File: config.mk
export PLATFORM = sky130hd
export DESIGN_NAME = serial_sub
export DESIGN_NICKNAME = d
export VERILOG_FILES = /design/src/rtl/serial_sub_pkg.sv /design/src/rtl/bit_fsub.sv /design/src/rtl/serial_sub.sv
export SDC_FILE = /design/constraint.sdc
export NUM_CORES = 1
export LEC_CHECK = 0
export ABC_AREA = 1
export CORE_MARGIN = 2
export CORE_UTILIZATION = 50
export CTS_CLUSTER_SIZE = 12
export DETAILED_ROUTE_END_ITERATION = 12
export PLACE_DENSITY = 0.89
export RECOVER_POWER = 50
export SLEW_MARGIN = 20
export SYNTH_ARGS = -nofsm -noshare
export SYNTH_HDL_FRONTEND = slang
export SYNTH_SLANG_ARGS = --single-unit
File: constraint.sdc
create_clock -name clk -period 2.4 [get_ports clk]
set_input_delay 0.48 -clock clk [delete_from_list [all_inputs] [get_ports clk]]
set_output_delay 0.48 -clock clk [all_outputs]
set_load 0.02 [all_outputs]
File: src/rtl/serial_sub_pkg.sv
// Shared definitions for the bit-serial subtractor: FSM state codes and op encodings.
// Optional feature macro: SERIAL_SUB_ADD_MODE_EN (adds a runtime add/subtract select).
package serial_sub_pkg;

    typedef logic [1:0] state_t;

    localparam state_t IDLE = 2'd0;
    localparam state_t RUN  = 2'd1;
    localparam state_t DONE = 2'd2;

    localparam logic OP_SUB = 1'b0;
    localparam logic OP_ADD = 1'b1;

endpackage

File: src/rtl/bit_fsub.sv
// One-bit full subtractor / full adder cell. Purely combinational; the borrow/carry
// flop lives in the parent so the cell can be reused every serial step.
module bit_fsub
    import serial_sub_pkg::*;
(
    input  logic ai_i,
    input  logic bi_i,
    input  logic ci_i,
    input  logic op_i,
    output logic d_o,
    output logic co_o
);

    logic a_eff;

    // Borrow-out is the carry-out majority with the minuend bit inverted.
    always_comb begin
        a_eff = (op_i == OP_ADD) ? ai_i : ~ai_i;
        d_o   = ai_i ^ bi_i ^ ci_i;
        co_o  = (a_eff & bi_i) | (a_eff & ci_i) | (bi_i & ci_i);
    end

endmodule

File: src/rtl/serial_sub.sv
// Bit-serial two's-complement subtractor: diff = a - b - bin, LSB first, one bit per clock,
// with valid/ready handshakes on input and output.
// Optional feature macro: SERIAL_SUB_ADD_MODE_EN adds port op (0 = subtract, 1 = add).
module serial_sub
    import serial_sub_pkg::*;
#(
    parameter int unsigned N = 4
) (
    input  logic         clk,
    input  logic         rst_n,
    input  logic         in_valid,
    output logic         in_ready,
    input  logic [N-1:0] a,
    input  logic [N-1:0] b,
    input  logic         bin,
`ifdef SERIAL_SUB_ADD_MODE_EN
    input  logic         op,
`endif
    output logic         out_valid,
    input  logic         out_ready,
    output logic [N-1:0] diff,
    output logic         bout,
    output logic         ovf
);

    localparam int unsigned CntW = $clog2(N);
    localparam logic [CntW-1:0] CntLast = CntW'(N - 1);

    state_t          state_q, state_d;
    logic [CntW-1:0] cnt_q, cnt_d;
    logic [N-1:0]    a_q, a_d;
    logic [N-1:0]    b_q, b_d;
    logic [N-1:0]    diff_q, diff_d;
    logic            br_q, br_d;
    logic            a_msb_q, a_msb_d;
    logic            b_msb_q, b_msb_d;
    logic            op_cur;
    logic            d_bit;
    logic            co_bit;

`ifdef SERIAL_SUB_ADD_MODE_EN
    logic op_q, op_d;

    // Operation select is latched at accept so it cannot change mid-operation.
    always_ff @(posedge clk or negedge rst_n) begin
        if (!rst_n) begin
            op_q <= OP_SUB;
        end else begin
            op_q <= op_d;
        end
    end

    assign op_d   = (state_q == IDLE && in_valid) ? op : op_q;
    assign op_cur = op_q;
`else
    assign op_cur = OP_SUB;
`endif

    bit_fsub u_bit_fsub (
        .ai_i (a_q[0]),
        .bi_i (b_q[0]),
        .ci_i (br_q),
        .op_i (op_cur),
        .d_o  (d_bit),
        .co_o (co_bit)
    );

    // Next-state logic: accept in IDLE, one serial step per RUN edge, hold in DONE.
    always_comb begin
        state_d = state_q;
        cnt_d   = cnt_q;
        a_d     = a_q;
        b_d     = b_q;
        diff_d  = diff_q;
        br_d    = br_q;
        a_msb_d = a_msb_q;
        b_msb_d = b_msb_q;
        case (state_q)
            IDLE: begin
                if (in_valid) begin
                    a_d     = a;
                    b_d     = b;
                    br_d    = bin;
                    a_msb_d = a[N-1];
                    b_msb_d = b[N-1];
                    cnt_d   = '0;
                    state_d = RUN;
                end
            end
            RUN: begin
                diff_d = {d_bit, diff_q[N-1:1]};
                a_d    = a_q >> 1;
                b_d    = b_q >> 1;
                br_d   = co_bit;
                if (cnt_q == CntLast) begin
                    cnt_d   = '0;
                    state_d = DONE;
                end else begin
                    cnt_d = cnt_q + CntW'(1);
                end
            end
            DONE: begin
                if (out_ready) begin
                    state_d = IDLE;
                end
            end
            default: begin
                state_d = IDLE;
            end
        endcase
    end

    // State registers; reset aborts any operation in flight.
    always_ff @(posedge clk or negedge rst_n) begin
        if (!rst_n) begin
            state_q <= IDLE;
            cnt_q   <= '0;
            a_q     <= '0;
            b_q     <= '0;
            diff_q  <= '0;
            br_q    <= 1'b0;
            a_msb_q <= 1'b0;
            b_msb_q <= 1'b0;
        end else begin
            state_q <= state_d;
            cnt_q   <= cnt_d;
            a_q     <= a_d;
            b_q     <= b_d;
            diff_q  <= diff_d;
            br_q    <= br_d;
            a_msb_q <= a_msb_d;
            b_msb_q <= b_msb_d;
        end
    end

    // Outputs; ovf sign condition flips between subtract (signs differ) and add (signs match).
    always_comb begin
        in_ready  = (state_q == IDLE);
        out_valid = (state_q == DONE);
        diff      = diff_q;
        bout      = br_q;
        ovf       = (a_msb_q ^ b_msb_q ^ op_cur) & (diff_q[N-1] ^ a_msb_q);
    end

endmodule

=== Word level (Yosys, flattened, before mapping) ===
Cells that the tools add are included.

* Logic and storage cells: 44
* Bits in registers: 19
* Output and inout bits: 8
* Input bits: 13

* Muxes and demuxes: 13
* Bitwise operators: 11
* Add/subtract/negate cells: 1
* Reductions and logical operators: 5
* Eq/ne operators: 6

{| class="wikitable"
|+ Operators by type and width
! operator !! number
|-
| case mux 4 bit (2 select lines) || 2
|-
| 2-to-1 mux 2 bit || 5
|-
| 2-to-1 mux 4 bit || 2
|-
| case mux 2 bit (3 select lines) || 1
|-
| AND 1 bit || 4
|-
| equality test 2 bit, second input constant || 2
|-
| != test 2 bit, second input constant || 2
|-
| case mux 2 bit (2 select lines) || 1
|-
| AND reduction 2 bit || 2
|-
| XOR 1 bit || 4
|-
| AND reduction 3 bit || 1
|-
| adder 2 x 1 -> 2 bit, second input constant || 1
|-
| equality test 2 x 1 -> 1 bit, second input constant || 1
|-
| logical NOT 2 bit || 1
|-
| != test 2 x 1 -> 1 bit, second input constant || 1
|-
| OR 1 bit || 2
|-
| case mux 1 bit (2 select lines) || 1
|-
| nonzero test 2 bit || 1
|-
| 2-to-1 mux 1 bit || 1
|-
| NOT 1 bit || 1
|}

=== Longest topological paths before layout ===
Gate-level depths: netlist of run 1.

* Word-level depth: 5
* Gate-level depth with buffers: 7
* Depth with buffers taken out: 6

=== Cells and area by module ===
A second synthesis of run 1 with hierarchy kept.

* Cell total of the unflattened synthesis: 127
* Area total of the unflattened synthesis: 935.9 µm²

{| class="wikitable"
|+ Modules (own cells, without submodules)
! module !! area an instance (µm²) !! seq. area each (µm²) !! instances !! cells each
|-
| serial_sub || 873.3 || 475.5 || 1 || 111
|-
| bit_fsub || 62.6 || 0.0 || 1 || 16
|}

=== Worst setup path after synthesis of run 1 ===
No wires, ideal clock.

* Path kind: register to output
* Start point: reg state_q[0]
* End point: out out_valid
* Required time: 1,920 ps
* Arrival time: 893 ps
* Setup slack: 1,027 ps
* Stages on the path, launching flop included: 3
* Path through: dfrtp_1 -> buf_2 -> nor2_1

* Cells in the longest elaborated chain, start to end: 1

{| class="wikitable"
|+ Ends and longest elaborated chain
! what !! RTL line !! RTL
|-
| start: declaration || serial_sub.sv:29 || <nowiki>state_t state_q, state_d;</nowiki>
|-
| start signal: assignment || serial_sub.sv:125 || <nowiki>state_q <= state_d;</nowiki>
|-
| equality test 2 bit || serial_sub.sv:139 || <nowiki>out_valid = (state_q == DONE);</nowiki>
|-
| end: declaration || serial_sub.sv:19 || <nowiki>output logic out_valid,</nowiki>
|}

Every way passes these cells.

=== Worst setup path in the final report of run 1 ===
* Start point: reg diff_q[3], in the netlist diff[3]
* End point: out ovf

* Cells in the longest elaborated chain, start to end: 2

{| class="wikitable"
|+ Ends and longest elaborated chain
! what !! RTL line !! RTL
|-
| start: declaration || serial_sub.sv:33 || <nowiki>logic [N-1:0] diff_q, diff_d;</nowiki>
|-
| start signal: assignment || serial_sub.sv:129 || <nowiki>diff_q <= diff_d;</nowiki>
|-
| XOR 1 bit || serial_sub.sv:142 || <nowiki>ovf = (a_msb_q ^ b_msb_q ^ op_cur) & (diff_q[N-1] ^ a_msb_q);</nowiki>
|-
| AND 1 bit || serial_sub.sv:142 ||
|-
| end: declaration || serial_sub.sv:23 || <nowiki>output logic ovf</nowiki>
|}

Every way passes these cells.

==> metrics.md, run 1 <==
| Metric | Value |
|---|---|
| Required time reported for the critical path endpoint | `1.92 ns` |
| Net count after synthesis | `126` |
| Ratio of cells with drive above 1 in the final layout | `3.76%` |
| Residual DRC count | `0` |
| Drt first pass iters | `4` |
| Setup crit start kind | `flop` |
| Number of inserted filler cells in the final layout | `153` |
| Maximum number of pins on one net before global-route repair | `20` |
| Instance count of the mapped netlist | `111` |
| FF+latch count, synth | `19` |
| Worst stage delay on the critical path | `0.59 ns` |
| Relative area change from synthesis to final layout | `26.6%` |
| Series of cell instances along the critical path | `inv_1, o21ai_0, o21ai_0, inv_1, clkdlybuf4s50_1` |
| Placeable Area | `0.00169 mm2` |
| Synth Cell Area | `886 um2` |
| Number of buffers inserted by hold repair at cts | `0` |
| Startpoint of the worst setup timing path | `diff[3]` |
| Detailed Place HPWL | `1.30 mm` |
| Hold violation count in the final report | `0` |
| Clock transition at the register clock pins on the worst setup and hold paths after CTS | `0.12 ns` |
| Max VDD drop | `0.000692 V` |
| Final setup violation count | `0` |
| Slew Viols, Final | `0` |
| Net switching power of the design | `632 uW` |
| Most frequent cells in the layout | `sky130_fd_sc_hd__nand2_1 (49), sky130_fd_sc_hd__dfrtp_1 (19), sky130_fd_sc_hd__clkdlybuf4s50_1 (19), sky130_fd_sc_hd__inv_1 (11)` |
| I/O pin total | `21` |
| Clock tree from TritonCTS | `yes` |
| Number of maximum-capacitance constraint violations | `0` |
| Worst reg-to-reg path cell count | `6` |
| Antenna violations before repair | `0` |
| Die Height | `46.1 um` |
| Period minus WS final | `2.18 ns` |
| Num rows | `15` |
| Tightest slew margin relative to the limit | `36.1%` |
| Reg-to-reg startpoint | `state_q[1]` |
| DIE WIDTH | `46.1 um` |
| Commonest non-fill, non-tap cell in the layout | `sky130_fd_sc_hd__nand2_1` |
| CTS H-tree depth | `1` |
| Post-synthesis average cell area | `7.98 um2` |
| Count of buffers inserted at the top-level ports | `20` |
| GRT Util Overall | `19.8%` |
| Starting density of the core | `52.4%` |
| Leakage | `0.577 nW` |
| WP data arrival | `1.70 ns` |
| Part of the power in the clock network | `11.5%` |
| Post-CTS setup buffers | `0` |
| Number of DRC markers in iteration 0 | `12` |
| WL final | `1.69 mm` |
| Crit end category | `output port` |
| Total number of vias | `720` |
| Detail Route Antenna Nets | `0` |
| Capture point of the critical path | `ovf` |
| Total power of the final layout | `1.46 mW` |
| Clock Skew | `0.0114 ns` |
| Transition time at the pin with the least slew margin | `0.958 ns` |
| Relative contribution of sequential cells to total power | `39.9%` |
| Combinational cell fraction of total power | `48.5%` |
| Setup repair after global routing missed its margin | `no` |
| Hold WC Path Type | `reg2reg` |
| Insertion delay to the later sink of the worst-skew pair | `0.31 ns` |
| First-pass GRT wire length | `2.91 mm` |
| Sequential share of the synthesized area | `53.7%` |
| Count of unique library cells instantiated by Yosys | `13` |
| CP Depth | `5` |
| Post-DR wirelength/cell | `11.3 um` |
| Cell chosen for the clock root | `sky130_fd_sc_hd__clkbuf_4` |
| Number of buffers added by the clock tree synthesis step | `3` |
| Kind of cell adding the most delay to the critical path | `buffers and inverters` |
| Storage element area | `475 um2` |
| Final weighted congestion of routability-driven global placement | `0.789` |
| Maximum root-to-sink buffer count | `2` |
| Floorplan die area | `0.00212 mm2` |
| Aggregate negative setup slack | `0 ns` |
| Biggest fanout along the worst timing path | `4` |
| Result of the run | `finished, final reports clean` |
| Internal power | `830 uW` |
| Tcrit/Tclk final | `90.7%` |
| Number of cells upsized or downsized after cts | `0` |
| Highest clock frequency the design can meet | `459 MHz` |
| Area of the multi-input gates | `342 um2` |
| Net count, final | `149` |
| Via-to-Cell Ratio | `4.80` |
| Power density over the cells | `1300 mW/mm2` |
| Standard cell with the maximum stage delay on the critical path | `sky130_fd_sc_hd__clkdlybuf4s50_1` |
| Total gr overflow | `0` |
| Vias in the first global route | `680` |
| ANT cells | `0` |
| Crit Path Category | `reg2out` |
| R2R setup slack | `0.95 ns` |
| Reg2reg end | `b_q[1]` |
| Clk sink count | `19` |
| Yosys warning total | `0` |
| Switching part of the total power | `43.2%` |
| Buf+Inv Stages, Crit Path | `3` |
[tightest hold or removal path, stage by stage, from the launching register on]
cell	delay, ns
sky130_fd_sc_hd__dfrtp_1	0.36
sky130_fd_sc_hd__nand2_1	0.05
sky130_fd_sc_hd__nand2_1	0.05
[cell usage after synthesis]
| master | instances | area share, % |
|---|---|---|
| sky130_fd_sc_hd__nand2_1 | 48 | 20 |
| sky130_fd_sc_hd__buf_4 | 2 | 1.7 |
| sky130_fd_sc_hd__dfrtp_1 | 19 | 54 |
| sky130_fd_sc_hd__nor2_1 | 4 | 1.7 |
| sky130_fd_sc_hd__a21oi_1 | 1 | 0.56 |
| sky130_fd_sc_hd__nand2_2 | 1 | 0.71 |
| sky130_fd_sc_hd__buf_2 | 2 | 1.1 |
| sky130_fd_sc_hd__ha_1 | 1 | 1.4 |
| sky130_fd_sc_hd__inv_1 | 11 | 4.7 |
| sky130_fd_sc_hd__o21ai_1 | 3 | 1.7 |
| sky130_fd_sc_hd__nand3_1 | 9 | 5.1 |
| sky130_fd_sc_hd__o21ai_0 | 9 | 5.1 |
| sky130_fd_sc_hd__fa_1 | 1 | 2.3 |
[cell families (layout without fill, tap and decap cells)]
family          after synthesis  count (layout)  synth area share [%]
simple gates                 62              62                  27.8
flops                        19              19                  53.7
buf+inv                      15              37                  7.49
compound gates               13              13                  7.34
fa+ha+maj                     2               2                  3.67
[flip-flops by register name, indices dropped and copies added, names as in the netlist]
register,flops
b_q,4
bout,1
state_q,2
a_q,4
b_msb_q,1
diff,4
a_msb_q,1
cnt_q,2
[per-layer routing]
layer	vias up	part of all wire [%]	global-route usage, %
li1	386	-	-
met1	317	43	25.3
met2	12	52	31.7
met3	5	2.8	3.53
met4	0	2.6	10.3
met5	-	0	0
[metrics by stage]
| step | instance area (um2) | util [%] | hold slack [ns] | worst slack [ns] | cells |
|---|---|---|---|---|---|
| after floorplan | 886 | - | 0.184 | 1.03 | 111 |
| after global placement | 1100 | 65.0 | 0.462 | 0.625 | 146 |
| after detailed placement | 1100 | 65.0 | 0.470 | 0.562 | 146 |
| after CTS | 1130 | 66.7 | 0.495 | 0.202 | 150 |
| after global routing | 1120 | 66.4 | 0.518 | 0.0310 | 150 |
| final | 1120 | 66.4 | 0.492 | 0.223 | 150 |
[final cells by class]
| class | count | share of cell area (%) |
|---|---|---|
| multi-input cells | 77 | 30.5 |
| repair buffers | 22 | 18.9 |
| inverters | 11 | 3.68 |
| flip-flops and latches | 19 | 42.4 |
| well taps | 17 | 1.90 |
| clock buffers | 3 | 2.01 |
| clock inverters | 1 | 0.670 |
[power by group through the flow]
stage                     clock network, mW  registers, mW  logic (mW)
after floorplan                           0          0.604       0.465
after global placement                    0          0.584       0.700
after detailed placement                  0          0.593       0.725
after CTS                             0.174          0.586       0.728
after global routing                  0.190          0.607       0.823
final                                 0.169          0.584       0.710
[worst min path at each step]
stage / start / end / depth (start not counted)
after global placement: cnt_q[1] / cnt_q[1] / 2
after floorplan: rst_n / a_msb_q / 0
after detailed placement: cnt_q[1] / cnt_q[1] / 2
after CTS: cnt_q[1] / cnt_q[1] / 2
final: cnt_q[1] / cnt_q[1] / 2
after global routing: a_q[2] / a_q[2] / 2
Note: power is estimated with default switching activity, not from simulation.
==> run 2: changes to the inputs <==
CORE_MARGIN = 4   (was 2)
CTS_CLUSTER_SIZE = 10   (was 12)
MAX_ROUTING_LAYER = met4   (was default)
==> metrics.md, run 2 (synthesized netlist as in run 1, its figures left out) <==
| Metric | Value |
|---|---|
| Total gr overflow | `0 (unchanged)` |
| Kind of cell adding the most delay to the critical path | `buffers and inverters` |
| Dpl cells | `153 (+4.8%)` |
| Die Height | `50.1 um (+8.7%)` |
| Max VDD drop | `0.000794 V (+15%)` |
| Maximum number of pins on one net before global-route repair | `20 (unchanged)` |
| Total number of vias | `759 (+5.4%)` |
| Biggest fanout along the worst timing path | `4 (unchanged)` |
| Residual DRC count | `0 (unchanged)` |
| Post-DR wirelength/cell | `11.3 um (about the same)` |
| Maximum root-to-sink buffer count | `2 (unchanged)` |
| Hold WC Path Type | `reg2reg` |
| Leakage | `0.578 nW (+0.18%)` |
| Via-to-Cell Ratio | `4.83 (+0.72%)` |
| Detail Route Antenna Nets | `0 (unchanged)` |
| Ratio of cells with drive above 1 in the final layout | `3.01% (-0.75 points)` |
| DIE WIDTH | `50.1 um (+8.7%)` |
| Worst reg-to-reg path cell count | `4 (-2)` |
| Insertion delay to the later sink of the worst-skew pair | `0.30 ns (about the same)` |
| Clk sink count | `19 (unchanged)` |
| Highest clock frequency the design can meet | `466 MHz (+1.4%)` |
| Aggregate negative setup slack | `0 ns (unchanged)` |
| Vias in the first global route | `696 (+2.4%)` |
| Standard cell with the maximum stage delay on the critical path | `sky130_fd_sc_hd__clkdlybuf4s50_1` |
| Tightest slew margin relative to the limit | `34.9% (-1.2 points)` |
| I/O pin total | `21 (unchanged)` |
| Post-CTS setup buffers | `0 (unchanged)` |
| Worst stage delay on the critical path | `0.59 ns (about the same)` |
| Number of cells upsized or downsized after cts | `0 (unchanged)` |
| Net count, final | `149 (unchanged)` |
| Relative area change from synthesis to final layout | `27.1%` |
| Post-layout instance count excluding filler cells | `157 (+4.7%)` |
| Count of buffers inserted at the top-level ports | `20 (unchanged)` |
| Number of maximum-capacitance constraint violations | `0 (unchanged)` |
| Commonest non-fill, non-tap cell in the layout | `sky130_fd_sc_hd__nand2_1` |
| WP data arrival | `1.67 ns (-0.03 ns)` |
| Slew Viols, Final | `0 (unchanged)` |
| Cell chosen for the clock root | `sky130_fd_sc_hd__clkbuf_4` |
| Final setup violation count | `0 (unchanged)` |
| CP Depth | `5 (unchanged)` |
| Crit Path Category | `reg2out` |
| Setup crit start kind | `flop` |
| Number of inserted filler cells in the final layout | `130 (-15%)` |
| Num rows | `14 (-1)` |
| Crit end category | `output port` |
| ANT cells | `0 (unchanged)` |
| WL final | `1.77 mm (+4.7%)` |
| First-pass GRT wire length | `2.86 mm (-1.9%)` |
| Clock tree from TritonCTS | `yes` |
| CTS H-tree depth | `1 (unchanged)` |
| Required time reported for the critical path endpoint | `1.92 ns (about the same)` |
| GRT Util Overall | `15.6% (-4.2 points)` |
| Drt first pass iters | `4 (unchanged)` |
| Number of DRC markers in iteration 0 | `24 (+12)` |
| Number of stages on the worst hold path | `2 (unchanged)` |
| Period minus WS final | `2.15 ns (-0.0300 ns)` |
| Placeable Area | `0.00159 mm2 (-5.6%)` |
| Number of buffers inserted by hold repair at cts | `0 (unchanged)` |
| Hold violation count in the final report | `0 (unchanged)` |
| Clock transition at the register clock pins on the worst setup and hold paths after CTS | `0.10 ns (-0.02 ns)` |
| Final design utilization | `70.6% (+4.3 points)` |
| Buf+Inv Stages, Crit Path | `3 (unchanged)` |
| Clock Skew | `0.00177 ns (-0.00965 ns)` |
| Setup repair after global routing missed its margin | `no` |
| Final weighted congestion of routability-driven global placement | `0.854 (+8.2%)` |
| Floorplan die area | `0.00251 mm2 (+18%)` |
| Tcrit/Tclk final | `89.5% (-1.2 points)` |
| Series of cell instances along the critical path | `inv_1, o21ai_0, o21ai_0, inv_1, clkdlybuf4s50_1` |
| Most frequent cells in the layout | `sky130_fd_sc_hd__nand2_1 (49), sky130_fd_sc_hd__dfrtp_1 (19), sky130_fd_sc_hd__clkdlybuf4s50_1 (19), sky130_fd_sc_hd__inv_1 (11)` |
| Result of the run | `finished, final reports clean` |
| Antenna violations before repair | `0 (unchanged)` |
| Number of buffers added by the clock tree synthesis step | `3 (unchanged)` |
| Transition time at the pin with the least slew margin | `0.976 ns (+0.0179 ns)` |
| Power density over the cells | `1300 mW/mm2 (-0.44%)` |
| Starting density of the core | `55.6% (+3.1 points)` |
run 2: changes by cell type in the layout (fill, tap and decap cells not counted):
cell	delta
sky130_fd_sc_hd__clkinvlp_4	-1
sky130_fd_sc_hd__clkbuf_1	+1
run 2: worst reg2reg max path: stages, from the launching register on:
cell and delay (ns):
sky130_fd_sc_hd__dfrtp_1 0.53, sky130_fd_sc_hd__o21ai_1 0.48, sky130_fd_sc_hd__inv_1 0.24, sky130_fd_sc_hd__nand2_1 0.13, sky130_fd_sc_hd__nand2_1 0.05
run 2: per-stage QoR:
step	power (mW)	area [um2]	hold WS (ns)	worst slack [ns]
final	1.46	1130	0.498	0.253
after global placement	1.29	1110	0.461	0.606
after global routing	1.59	1130	0.524	0.106
after floorplan	1.07	886	0.184	1.03
after CTS	1.48	1130	0.497	0.230
after detailed placement	1.32	1110	0.470	0.554
run 2: report_power, final:
part           internal, mW  switching (mW)
Combinational         0.299           0.413
Sequential            0.468           0.121
Clock                0.0648          0.0967
run 2: layer usage:
layer  global-route usage, %  routed length [um]
met1                    16.5                 744
met4                    6.91                  38
met5                       -                   0
met2                    27.4                 889
met3                    3.61                  97
run 2: path summary, 6_finish.rpt:
kind	slack [ns]	startpoint	endpoint
worst max-delay path	0.25	diff[3]	ovf
worst min-delay path	0.50	a_q[1]	a_q[1]
worst max register to register	0.87	state_q[0]	bout
worst min register to register	0.50	a_q[1]	a_q[1]
max in group asynchronous	0.96	rst_n	cnt_q[1]
min in group asynchronous	0.85	rst_n	a_q[0]
run 2: cell type report:
class	instances	area, um2	area share (%)
Sequential cell	19	475	42.2
Multi-Input combinational cell	77	342	30.3
Tap cell	24	30.0	2.67
Timing Repair Buffer	22	211	18.8
Inverter	11	41.3	3.67
Clock buffer	4	26.3	2.33
